<file path="src/rtl/dds_wave_gen.sv">
// dds_wave_gen: phase-accumulator waveform core.
// A tuning word, a waveform select and a square duty threshold arrive over a
// valid/ready handshake. They are parked in a pending register and become
// active only at a phase wrap, so a period is never cut short.
// Optional feature macro: DDS_SINE_EN. When it is defined, wave_sel = 3 selects
// a quarter-wave sine ROM and DAC_W must be 8. When it is undefined, wave_sel = 3
// gives constant mid-scale.
module dds_wave_gen #(
    parameter int PHASE_W = 32,
    parameter int DAC_W   = 8
) (
    input  logic               FPGA_CLK,
    input  logic               RST_n,
    input  logic               enable,
    input  logic [PHASE_W-1:0] freq_word,
    input  logic [1:0]         wave_sel,
    input  logic [DAC_W-1:0]   duty,
    input  logic               cfg_valid,
    output logic               cfg_ready,
    output logic [DAC_W-1:0]   dac_data,
    output logic               dac_valid,
    output logic               sync_pulse
);

    localparam logic [DAC_W-1:0] MID = {1'b1, {(DAC_W-1){1'b0}}};

    if (DAC_W < 4) begin : g_bad_dac_w
        $error("dds_wave_gen: DAC_W must be at least 4");
    end

    typedef enum logic [1:0] {
        IDLE     = 2'd0,
        RUN      = 2'd1,
        STOPPING = 2'd2
    } state_t;

    state_t              state_reg, state_next;
    logic [PHASE_W-1:0]  phase_reg, phase_next;
    logic [PHASE_W-1:0]  word_reg, pend_word_reg;
    logic [1:0]          sel_reg, pend_sel_reg;
    logic [DAC_W-1:0]    duty_reg, pend_duty_reg;
    logic                pend_reg;
    logic [PHASE_W:0]    sum;
    logic                carry, word_zero, apply, wrap, accept;
    logic                wrap_reg, wrap_d1_reg, valid_d1_reg;
    logic [DAC_W-1:0]    decode_reg, wave;
    logic [DAC_W-1:0]    p, q;

`ifdef DDS_SINE_EN
    if (DAC_W != 8) begin : g_bad_sine_w
        $error("dds_wave_gen: DDS_SINE_EN requires DAC_W == 8");
    end

    // First quarter of a sine, sampled at the centre of each of 64 steps.
    localparam logic [7:0] SINE_ROM [64] = '{
        8'd129, 8'd132, 8'd135, 8'd138, 8'd142, 8'd145, 8'd148, 8'd151,
        8'd154, 8'd157, 8'd160, 8'd163, 8'd166, 8'd169, 8'd172, 8'd175,
        8'd178, 8'd181, 8'd183, 8'd186, 8'd189, 8'd192, 8'd194, 8'd197,
        8'd200, 8'd202, 8'd205, 8'd207, 8'd210, 8'd212, 8'd214, 8'd217,
        8'd219, 8'd221, 8'd223, 8'd225, 8'd227, 8'd229, 8'd231, 8'd233,
        8'd234, 8'd236, 8'd238, 8'd239, 8'd241, 8'd242, 8'd243, 8'd245,
        8'd246, 8'd247, 8'd248, 8'd249, 8'd250, 8'd251, 8'd252, 8'd252,
        8'd253, 8'd253, 8'd254, 8'd254, 8'd255, 8'd255, 8'd255, 8'd255
    };
    logic [1:0] sine_quad;
    logic [5:0] sine_idx;
    logic [7:0] sine_rom_val, sine_val;
`endif

    assign sum       = {1'b0, phase_reg} + {1'b0, word_reg};
    assign carry     = sum[PHASE_W];
    assign word_zero = (word_reg == '0);
    assign cfg_ready = ~pend_reg;
    assign accept    = cfg_valid & ~pend_reg;

    // Next state, next phase, and when the pending config may be applied.
    always_comb begin
        state_next = state_reg;
        phase_next = phase_reg;
        apply      = 1'b0;
        wrap       = 1'b0;
        case (state_reg)
            IDLE: begin
                phase_next = '0;
                apply      = pend_reg;
                if (enable) state_next = RUN;
            end
            RUN: begin
                phase_next = sum[PHASE_W-1:0];
                wrap       = carry;
                // With a zero word no wrap will ever come, so apply at once.
                apply      = pend_reg & (carry | word_zero);
                if (!enable) state_next = STOPPING;
            end
            STOPPING: begin
                if (enable) begin
                    phase_next = sum[PHASE_W-1:0];
                    wrap       = carry;
                    apply      = pend_reg & (carry | word_zero);
                    state_next = RUN;
                end else if (carry || word_zero) begin
                    phase_next = '0;
                    apply      = pend_reg;
                    state_next = IDLE;
                end else begin
                    phase_next = sum[PHASE_W-1:0];
                end
            end
            default: begin
                phase_next = '0;
                state_next = IDLE;
            end
        endcase
    end

    // State, phase and wrap marker registers.
    always_ff @(posedge FPGA_CLK or negedge RST_n) begin
        if (!RST_n) begin
            state_reg <= IDLE;
            phase_reg <= '0;
            wrap_reg  <= 1'b0;
        end else begin
            state_reg <= state_next;
            phase_reg <= phase_next;
            wrap_reg  <= wrap;
        end
    end

    // Pending config capture and promotion to the active set.
    always_ff @(posedge FPGA_CLK or negedge RST_n) begin
        if (!RST_n) begin
            pend_reg      <= 1'b0;
            pend_word_reg <= '0;
            pend_sel_reg  <= '0;
            pend_duty_reg <= '0;
            word_reg      <= '0;
            sel_reg       <= '0;
            duty_reg      <= '0;
        end else if (apply) begin
            pend_reg <= 1'b0;
            word_reg <= pend_word_reg;
            sel_reg  <= pend_sel_reg;
            duty_reg <= pend_duty_reg;
        end else if (accept) begin
            pend_reg      <= 1'b1;
            pend_word_reg <= freq_word;
            pend_sel_reg  <= wave_sel;
            pend_duty_reg <= duty;
        end
    end

    // Waveform decode from the top DAC_W bits of the phase.
    always_comb begin
        p    = phase_reg[PHASE_W-1 -: DAC_W];
        q    = {p[DAC_W-2:0], 1'b0};
        wave = MID;
`ifdef DDS_SINE_EN
        sine_quad    = p[DAC_W-1 -: 2];
        sine_idx     = sine_quad[0] ? ~p[5:0] : p[5:0];
        sine_rom_val = SINE_ROM[sine_idx];
        sine_val     = sine_quad[1] ? ~sine_rom_val : sine_rom_val;
`endif
        case (sel_reg)
            2'd0: wave = p;
            2'd1: wave = p[DAC_W-1] ? ~q : q;
            2'd2: wave = (p < duty_reg) ? '1 : '0;
            default: begin
`ifdef DDS_SINE_EN
                wave = sine_val;
`else
                wave = MID;
`endif
            end
        endcase
    end

    // Two-stage output pipeline: decode register, then the DAC register.
    always_ff @(posedge FPGA_CLK or negedge RST_n) begin
        if (!RST_n) begin
            valid_d1_reg <= 1'b0;
            wrap_d1_reg  <= 1'b0;
            decode_reg   <= MID;
            dac_data     <= MID;
            dac_valid    <= 1'b0;
            sync_pulse   <= 1'b0;
        end else begin
            valid_d1_reg <= (state_reg != IDLE);
            wrap_d1_reg  <= wrap_reg;
            decode_reg   <= (state_reg == IDLE) ? MID : wave;
            dac_data     <= decode_reg;
            dac_valid    <= valid_d1_reg;
            sync_pulse   <= wrap_d1_reg;
        end
    end

endmodule

</file>
<file path="config.mk">
export PLATFORM = sky130hd
export DESIGN_NAME = dds_wave_gen
export DESIGN_NICKNAME = d
export VERILOG_FILES = /design/src/rtl/dds_wave_gen.sv
export SDC_FILE = /design/constraint.sdc
export NUM_CORES = 1
export LEC_CHECK = 0
export ABC_AREA = 1
export CAP_MARGIN = 0
export CORE_MARGIN = 2
export CORE_UTILIZATION = 52
export CTS_CLUSTER_DIAMETER = 100
export DETAILED_ROUTE_END_ITERATION = 16
export PLACE_DENSITY = 0.7
export SETUP_SLACK_MARGIN = 0.5
export SLEW_MARGIN = 20
export SYNTH_ARGS = -nofsm -noshare
export SYNTH_HDL_FRONTEND = slang
export SYNTH_SLANG_ARGS = --single-unit
</file>
<file path="constraint.sdc">
create_clock -name FPGA_CLK -period 2.8 [get_ports FPGA_CLK]
set_input_delay 0.28 -clock FPGA_CLK [delete_from_list [all_inputs] [get_ports FPGA_CLK]]
set_output_delay 0.28 -clock FPGA_CLK [all_outputs]
set_load 0.02 [all_outputs]
</file>
Yosys cells after proc, flatten, opt, wreduce, memory -nomap -nowiden

Index checks and enable logic that the tools add are counted.

Bitwise logic cells: 6
Reduce and logical (&&, ||, !) cells: 8
Equal/unequal tests: 7
$add $sub $neg: 1
Order comparisons: 1
Muxes and demuxes: 19

Operators by type and width:

| kind                                                                  | number |
|---|---|
| 32-bit 2-to-1 mux                                                     | 2 |
| 32-bit one-hot mux with 2 select lines                                | 1 |
| 32-bit by 32-bit adder with 33-bit output                             | 1 |
| 32-bit logical NOT                                                    | 1 |
| 8-bit 2-to-1 mux                                                      | 3 |
| 8-bit one-hot mux with 3 select lines                                 | 1 |
| 8-bit < comparator                                                    | 1 |
| 2-bit 2-to-1 mux                                                      | 4 |
| 8-bit inverter                                                        | 1 |
| 2-bit one-hot mux with 3 select lines                                 | 1 |
| 1-bit 2-to-1 mux                                                      | 5 |
| 2-bit by 1-bit equality test with 1-bit output, second input constant | 2 |
| 2-bit equality test, second input constant                            | 2 |
| 2-bit logical NOT                                                     | 2 |
| 2-bit inequality test, second input constant                          | 2 |
| 2-bit nonzero test                                                    | 2 |
| 3-bit inequality test, second input constant                          | 1 |
| 1-bit one-hot mux with 3 select lines                                 | 1 |
| 3-bit AND reduction                                                   | 1 |
| 1-bit AND                                                             | 2 |
| 1-bit inverter                                                        | 2 |
| 1-bit one-hot mux with 2 select lines                                 | 1 |
| 2-bit AND reduction                                                   | 1 |
| 1-bit logical OR                                                      | 1 |
| 1-bit bitwise OR                                                      | 1 |

Output and inout bits: 11
Logic and storage cells: 58
Bits of input ports: 46
Register bits: 140

Longest topological paths before layout

Gate-level depths: netlist of run 1.

Word-level depth: 7
Mapped depth: 18
Gate-level depth less buffers: 17

Worst setup path before layout of run 1

Ideal clock, no wire load.

Path type: reg-to-reg
From: register word_reg[0]
To: register word_reg[1]
Buffers on the path: 1
Data required time: 2.683 ns
Path slack: 0.668 ns
Arrival time: 2.015 ns
Clock period less this slack: 2.132 ns
Stages on the path, launching flop included: 19
Setup time: 0.117 ns
Cells stage by stage: dfrtp_1 -> ha_1 -> inv_1 -> fa_1 -> inv_1 -> nand2_1 -> nand2_1 -> nand3_1 -> nand2_1 -> nand2_1 -> nand2_2 -> nand2_2 -> nand3_2 -> nand2_2 -> nand2_4 -> nand2_4 -> buf_6 -> nand2_1 -> nand2_1

Longest elaborated chain between the ends: 5
Elaborated cells on any way between the ends: 8
Classes of those cells: add/sub: 1; mux: 3; bitwise: 2; reduce/logical: 2

RTL lines:

| item                                                                                   | RTL line    | RTL |
|---|---|---|
| start, declared                                                                        | 39          | `logic [PHASE_W-1:0] word_reg, pend_word_reg;` |
| start signal, assigned                                                                 | 141         | `word_reg <= pend_word_reg;` |
| 32-bit by 32-bit adder with 33-bit output / 32-bit logical NOT (equally long branches) | 70, 72      |  |
| 1-bit bitwise OR / 1-bit logical OR (equally long branches)                            | 92, 99, 101 |  |
| 1-bit AND / 1-bit 2-to-1 mux (equally long branches)                                   | 92, 99, 101 |  |
| 1-bit 2-to-1 mux                                                                       | 96          | `if (enable) begin` |
| 1-bit one-hot mux with 3 select lines *                                                | 82          | `case (state_reg)` |

Mark *: on every way between the ends. The rest lies on a longest branch, timed or not.
A chain may end at the register's enable or synchronous reset.

Worst setup path in the final report of run 1

From: register word_reg[0]
To: register word_reg[21]

Same word-level chain as after synthesis.

==> impl_metrics.csv, run 1 <==
group,metric,value,unit
run_status,status,"finished, final reports clean",
clocking,cts_tree,"done",
place,port_buffers,56,
global_route,gr-total-overflow,0,
sta,tightestPinTransition,857,ps
sta,hold_viol,0,
place,dpl_worst_slack,270,ps
drt,drt_wl_total,18600,microns
power_and_ir_drop,vdd_drop_max,893,uV
drt,post_drt_wl_per_cell,16.3,microns
logic_synthesis,yosys_warnings,0,
global_route,grt_max_degree,81,
logic_synthesis,synth_cell_types,36,
critical_path,reg2reg_slack,400,ps
cells_and_area,multiInputGateArea,3850,sq um
power_and_ir_drop,total_power,12.7,mW
drt,route.detailed.drc,0,
flow_run,drv_cap,0,
global_route,grt_usage,0.245,
global_route,grt_antenna_before_repair,0,
logic_synthesis,synth_top_area_cell,"dfrtp_1",
place,place_hpwl,11800,microns
clocking,cts_root_buf,"clkbuf_16",
drt,drt_iter0_drc,503,
critical_path,reg2reg_to,"word_reg[21]$_DFFE_PN0P_",
logic_synthesis,syn-num-nets,958,
logic_synthesis,ys_seq_area_frac,0.470,
sta,maxSlewViolCount,0,
critical_path,crit_path_top_delay_cell,"dfrtp_1",
critical_path,required,3160,ps
logic_synthesis,yosys.area.top_type_share,0.463,
logic_synthesis,syn_avg_cell_area,8.60,sq um
cells_and_area,diodes,0,
drt,dr.pass1.iters,6,
die,core,13900,sq um
sta,setup_tns,0,ps
clocking,numClockSinks,140,
cells_and_area,layout_commonest_cell,"nand2_1",
drt,antenna_left,0,
cells_and_area,final_layout_size_suffix_gt1_frac,0.151,
sta,post-route-period-util,0.856,
power_and_ir_drop,powerDensity,1360,nW/um^2
die,fp.dieArea,15300,sq um
logic_synthesis,syn-cell-area,7460,sq um
drt,num_vias,6211,
hold_path,hp-class,"flop to flop",
die,die_h,124,microns
die,pin_count,57,
clocking,clockBufferDepth,2,
critical_path,crit_path_end_kind,"flop",
sta,skew,9.01,ps
critical_path,crit_type,"flop to flop",
critical_path,worstPathArrival,2760,ps
sta,fmax,417,MHz
logic_synthesis,synthTopCellsByArea,"dfrtp_1 46%, nand2_1 12%, ha_1 7.2%, mux2_2 6.3%, nor2_1 5.4%",
clocking,clk_pin_slew,60,ps
critical_path,cp_cell_sequence,"ha_2 > inv_2 > fa_2 > inv_1 > nand2_1 > nand2_1 > nand3_2 > nand2_2 > nand2_2 > nand2_2 > nand2_4 > nand3_4 > nand2_4 > nand2_8 > buf_12 > buf_16 > nand3_1 > nand2_1",
critical_path,max_stage_delay,400,ps
place,gp_congestion,1.01,
logic_synthesis,netlist_instances,868,
sta,rsz0062_at_grt,"yes",
critical_path,crit_fanout,6,
die,rows,43,
cells_and_area,seq_area,3510,sq um
cells_and_area,area_delta_synth_final,25.0,%
hold_path,min_to,"dac_data[2]$_DFF_PN0_",
critical_path,timing.rr.start,"word_reg[0]$_DFFE_PN0P_",
hold_path,worstHoldStart,"decode_reg[2]$_DFF_PN0_",
sta,fin_crit,2400,ps
hold_path,worstHoldPathCells,0,
critical_path,start_kind,"flop",
power_and_ir_drop,p_leak,4.57,nW
cells_and_area,nNetsFinal,1039,
sta,relSlewSlack,0.429,
sta,setup_viol,0,
drt,viasPerCell,5.44,
critical_path,ff2ff_path_depth,18,
cells_and_area,fill_cells,1089,
logic_synthesis,ys_seq_elements,140,
clocking,clock_latency,430,ps
die,start_util,0.535,
global_route,grt_pass1_wl,28300,microns
clocking,cts_buffers,17,
global_route,grt_pass1_vias,5719,
clocking,htreeDepth,4,
cells_and_area,layout_common_cells,"238 x nand2_1, 137 x dfrtp_1, 105 x nor2_1, 71 x inv_1, 61 x nand3_1",
die,die_w,124,microns
sta,setup_slack,403,ps
[worst max-delay path, delay by kind of cell, from the launching register on]
family | cells | cell delay [ps]
buffers and inverters | 4 | 370
flip-flops | 1 | 400
adder cells (fa/ha/maj) | 2 | 560
AND/OR/NAND/NOR | 12 | 1000
[layer usage]
metal / GRT usage / wire (microns) / up-vias
li1: - / - / 2995
met1: 0.354 / 8210 / 2936
met2: 0.365 / 8510 / 237
met3: 0.0453 / 1280 / 43
met4: 0.100 / 622 / 0
met5: 0 / 0 / -
[cell families (layout without fill, tap and decap cells)]
family          Yosys count  after routing  share of synthesized area
flops                   140            140                      0.470
compound gates           80             80                     0.0595
mux                      42             42                     0.0634
xor+xnor                 27             27                     0.0317
simple gates            443            447                      0.246
fa+ha+maj                44             44                     0.0748
buf+inv                  92            182                     0.0543
[power by group]
part | switching [mW] | internal (mW) | total (mW) | leakage, nW
sequential | 0.725 | 3.01 | 3.73 | 1.76
combinational | 3.89 | 2.77 | 6.66 | 2.52
clock | 0.829 | 1.43 | 2.26 | 0.288
[synthesized netlist by cell type]
master	count
a31o_2	1
buf_4	4
or2_2	1
nor2_1	107
dfrtp_1	138
nand2_2	6
nor3_1	2
and3_1	1
fa_1	1
dfstp_2	2
nor4_1	3
clkbuf_1	6
nand2_1	244
o21a_1	2
nand4_1	2
a21o_1	2
nand3_2	1
nand3b_1	3
nor2_2	1
nand4_2	1
o21bai_1	5
o2111ai_1	1
ha_1	43
xnor2_1	20
nand3_1	67
o21ai_0	16
o22ai_1	2
xor2_1	7
a21oi_1	50
mux2_2	42
buf_1	4
inv_1	72
nand2_4	3
and3b_1	1
a21oi_4	1
buf_6	6
[per-stage QoR]
stage / utilization / cells / hold WS [ps] / area (sq um)
floorplan: - / 868 / -15.6 / 7460
global placement: 0.588 / 1091 / 333 / 8190
detailed placement: 0.588 / 1091 / 335 / 8190
CTS: 0.647 / 1131 / 347 / 9010
global route: 0.669 / 1142 / 354 / 9330
finish: 0.669 / 1142 / 345 / 9330
[area by class of cell]
cell class | count | share of cell area
multi-input combinational | 640 | 0.413
sequential | 140 | 0.376
timing repair buffer | 78 | 0.0939
clock buffer | 27 | 0.0550
inverter | 72 | 0.0290
tap | 180 | 0.0241
clock inverter | 5 | 0.00872
[how the worst max path moves through the flow]
stage,startpoint,to,slack [ps],cells after the start
6_report,word_reg[0]$_DFFE_PN0P_,word_reg[21]$_DFFE_PN0P_,400,18
5_1_grt,word_reg[0]$_DFFE_PN0P_,word_reg[21]$_DFFE_PN0P_,320,18
4_1_cts,word_reg[0]$_DFFE_PN0P_,word_reg[28]$_DFFE_PN0P_,480,18
3_5_place_dp,word_reg[0]$_DFFE_PN0P_,word_reg[26]$_DFFE_PN0P_,270,17
3_3_place_gp,word_reg[0]$_DFFE_PN0P_,word_reg[0]$_DFFE_PN0P_,350,17
2_1_floorplan,word_reg[0]$_DFFE_PN0P_,word_reg[1]$_DFFE_PN0P_,670,18
[timing repair]
action	CTS	global route
hold buffers	1	0
pin swaps	2	24
endpoints found under the setup margin	72	72
gates resized for setup	17	30
buffers inserted	4	4
cloned	3	7
hold endpoints to repair	76	0
(Power assumes the default switching activity.)
==> run 2, diff against run 1 <==
--- a/config.mk
+++ b/config.mk
@@ -11,7 +11,7 @@
 export CORE_UTILIZATION = 52
 export CTS_CLUSTER_DIAMETER = 100
 export DETAILED_ROUTE_END_ITERATION = 16
-export PLACE_DENSITY = 0.7
+export PLACE_DENSITY_LB_ADDON = 0.2
 export SETUP_SLACK_MARGIN = 0.5
 export SLEW_MARGIN = 20
 export SYNTH_ARGS = -nofsm -noshare
==> impl_metrics.csv, run 2 (synthesized netlist as in run 1, its figures left out) <==
group,metric,value,unit
critical_path,crit_fanout,5,
power_and_ir_drop,vdd_drop_max,706,uV
critical_path,crit_path_frequent_cell,"nand2_4",
sta,tightestPinTransition,724,ps
die,die_w,124,microns
critical_path,worstPathArrival,2690,ps
clocking,cts_buffers,17,
sta,post-route-period-util,0.832,
critical_path,cp_cell_sequence,"ha_1 > nand2_1 > nor2_2 > and3_1 > nand2_2 > nand2_4 > nand2_4 > nand3_4 > nand2_4 > nand2_8 > buf_12 > clkbuf_16 > nand3_2 > nand2_1",
drt,drt_wl_total,17800,microns
critical_path,crit_type,"flop to flop",
critical_path,required,3160,ps
place,port_buffers,56,
cells_and_area,area_delta_synth_final,27.1,%
die,fp.dieArea,15300,sq um
sta,relSlewSlack,0.517,
clocking,htreeDepth,4,
power_and_ir_drop,total_power,12.7,mW
die,start_util,0.535,
global_route,gr-total-overflow,0,
hold_path,hp-class,"flop to flop",
critical_path,crit_buf_inv,2,
clocking,clockBufferDepth,2,
sta,rsz0062_at_grt,"yes",
critical_path,path_delay_family,"simple AND/OR/NAND/NOR gates",
sta,maxSlewViolCount,0,
flow_run,drv_cap,0,
cells_and_area,layout_common_cells,"233 x nand2_1, 133 x dfrtp_1, 102 x nor2_1, 71 x inv_1, 58 x nand3_1",
drt,antenna_left,0,
clocking,clock_latency,420,ps
clocking,numClockSinks,140,
drt,post_drt_wl_per_cell,15.6,microns
global_route,grt_usage,0.241,
global_route,grt_pass1_vias,5692,
critical_path,crit_path_end_kind,"flop",
clocking,clk_pin_slew,60,ps
drt,drt_iter0_drc,379,
place,placedCellCount,1091,
critical_path,crit_cells,14,
sta,setup_viol,0,
cells_and_area,stdcell_count,1139,
cells_and_area,final_util,0.681,
die,rows,43,
critical_path,crit_path_top_delay_cell,"dfrtp_1",
sta,setup_tns,0,ps
place,gp_congestion,0.945,
critical_path,start_kind,"flop",
power_and_ir_drop,p_leak,4.54,nW
sta,skew,5.58,ps
cells_and_area,final_layout_size_suffix_gt1_frac,0.181,
die,die_h,124,microns
global_route,grt_max_degree,73,
global_route,grt_antenna_before_repair,0,
sta,fmax,429,MHz
die,core,13900,sq um
hold_path,worstHoldPathCells,0,
critical_path,max_stage_delay,440,ps
cells_and_area,diodes,0,
drt,dr.pass1.iters,4,
power_and_ir_drop,powerDensity,1340,nW/um^2
run_status,status,"finished, final reports clean",
cells_and_area,nNetsFinal,1036,
cells_and_area,layout_commonest_cell,"nand2_1",
place,place_hpwl,11700,microns
place,placed_area,8180,sq um
drt,viasPerCell,5.36,
clocking,cts_tree,"done",
drt,route.detailed.drc,0,
sta,fin_crit,2330,ps
die,pin_count,57,
cells_and_area,final_cell_area,9490,sq um
sta,hold_viol,0,
drt,num_vias,6105,
clocking,cts_root_buf,"clkbuf_16",
global_route,grt_pass1_wl,28100,microns
critical_path,ff2ff_path_depth,14,
-- run 2: where the power goes --
group,total (mW),leakage (nW),internal [mW],switching [mW]
sequential,3.84,1.76,3.01,0.827
combinational,6.60,2.49,2.91,3.69
clock,2.29,0.294,1.45,0.840
-- run 2: path summary, 6_finish.rpt --
path	from	end	slack [ps]
setup / recovery	word_reg[12]$_DFFE_PN0P_	word_reg[1]$_DFFE_PN0P_	470
hold / removal	valid_d1_reg$_DFF_PN0_	dac_valid$_DFF_PN0_	340
setup reg to reg	word_reg[12]$_DFFE_PN0P_	word_reg[1]$_DFFE_PN0P_	470
hold reg to reg	valid_d1_reg$_DFF_PN0_	dac_valid$_DFF_PN0_	340
max in group asynchronous	RST_n	decode_reg[7]$_DFF_PN1_	1620
min in group asynchronous	RST_n	phase_reg[16]$_DFF_PN0_	430
-- run 2: metal layers --
metal	track usage	wire length, microns
met5	0	0
met4	0.0945	408
met3	0.0444	976
met2	0.357	8150
met1	0.350	8280
-- run 2: worst register-to-register path: stages, from the launching register on --
cell,delay (ps)
dfrtp_1,440
ha_1,380
nand2_1,130
nor2_2,190
and3_1,200
nand2_2,70
nand2_4,80
nand2_4,70
nand3_4,70
nand2_4,80
nand2_8,140
buf_12,150
clkbuf_16,150
nand3_2,70
nand2_1,70
-- run 2: repair_timing --
action / 4_1_cts / 5_1_grt
gates cloned: 3 / 2
pin swaps: 3 / 28
resized for setup: 30 / 52
endpoints found under the setup margin: 72 / 72
hold endpoints to repair: 70 / 0
buffers inserted: 6 / 4
hold buffers: 1 / 0
-- run 2: final cells by class --
type | count | area (sq um)
Multi-Input combinational cell | 637 | 4020
Clock buffer | 22 | 464
Sequential cell | 140 | 3510
Tap cell | 180 | 225
Fill cell | 1070 | 4450
Timing Repair Buffer | 78 | 858
Clock inverter | 10 | 139
Inverter | 72 | 270
-- run 2: per-stage QoR --
step / setup slack [ps] / hold slack [ps]
final: 470 / 345
after global routing: 377 / 359
after CTS: 502 / 348
after detailed placement: 200 / 335
after global placement: 273 / 332
after floorplan: 668 / -15.6
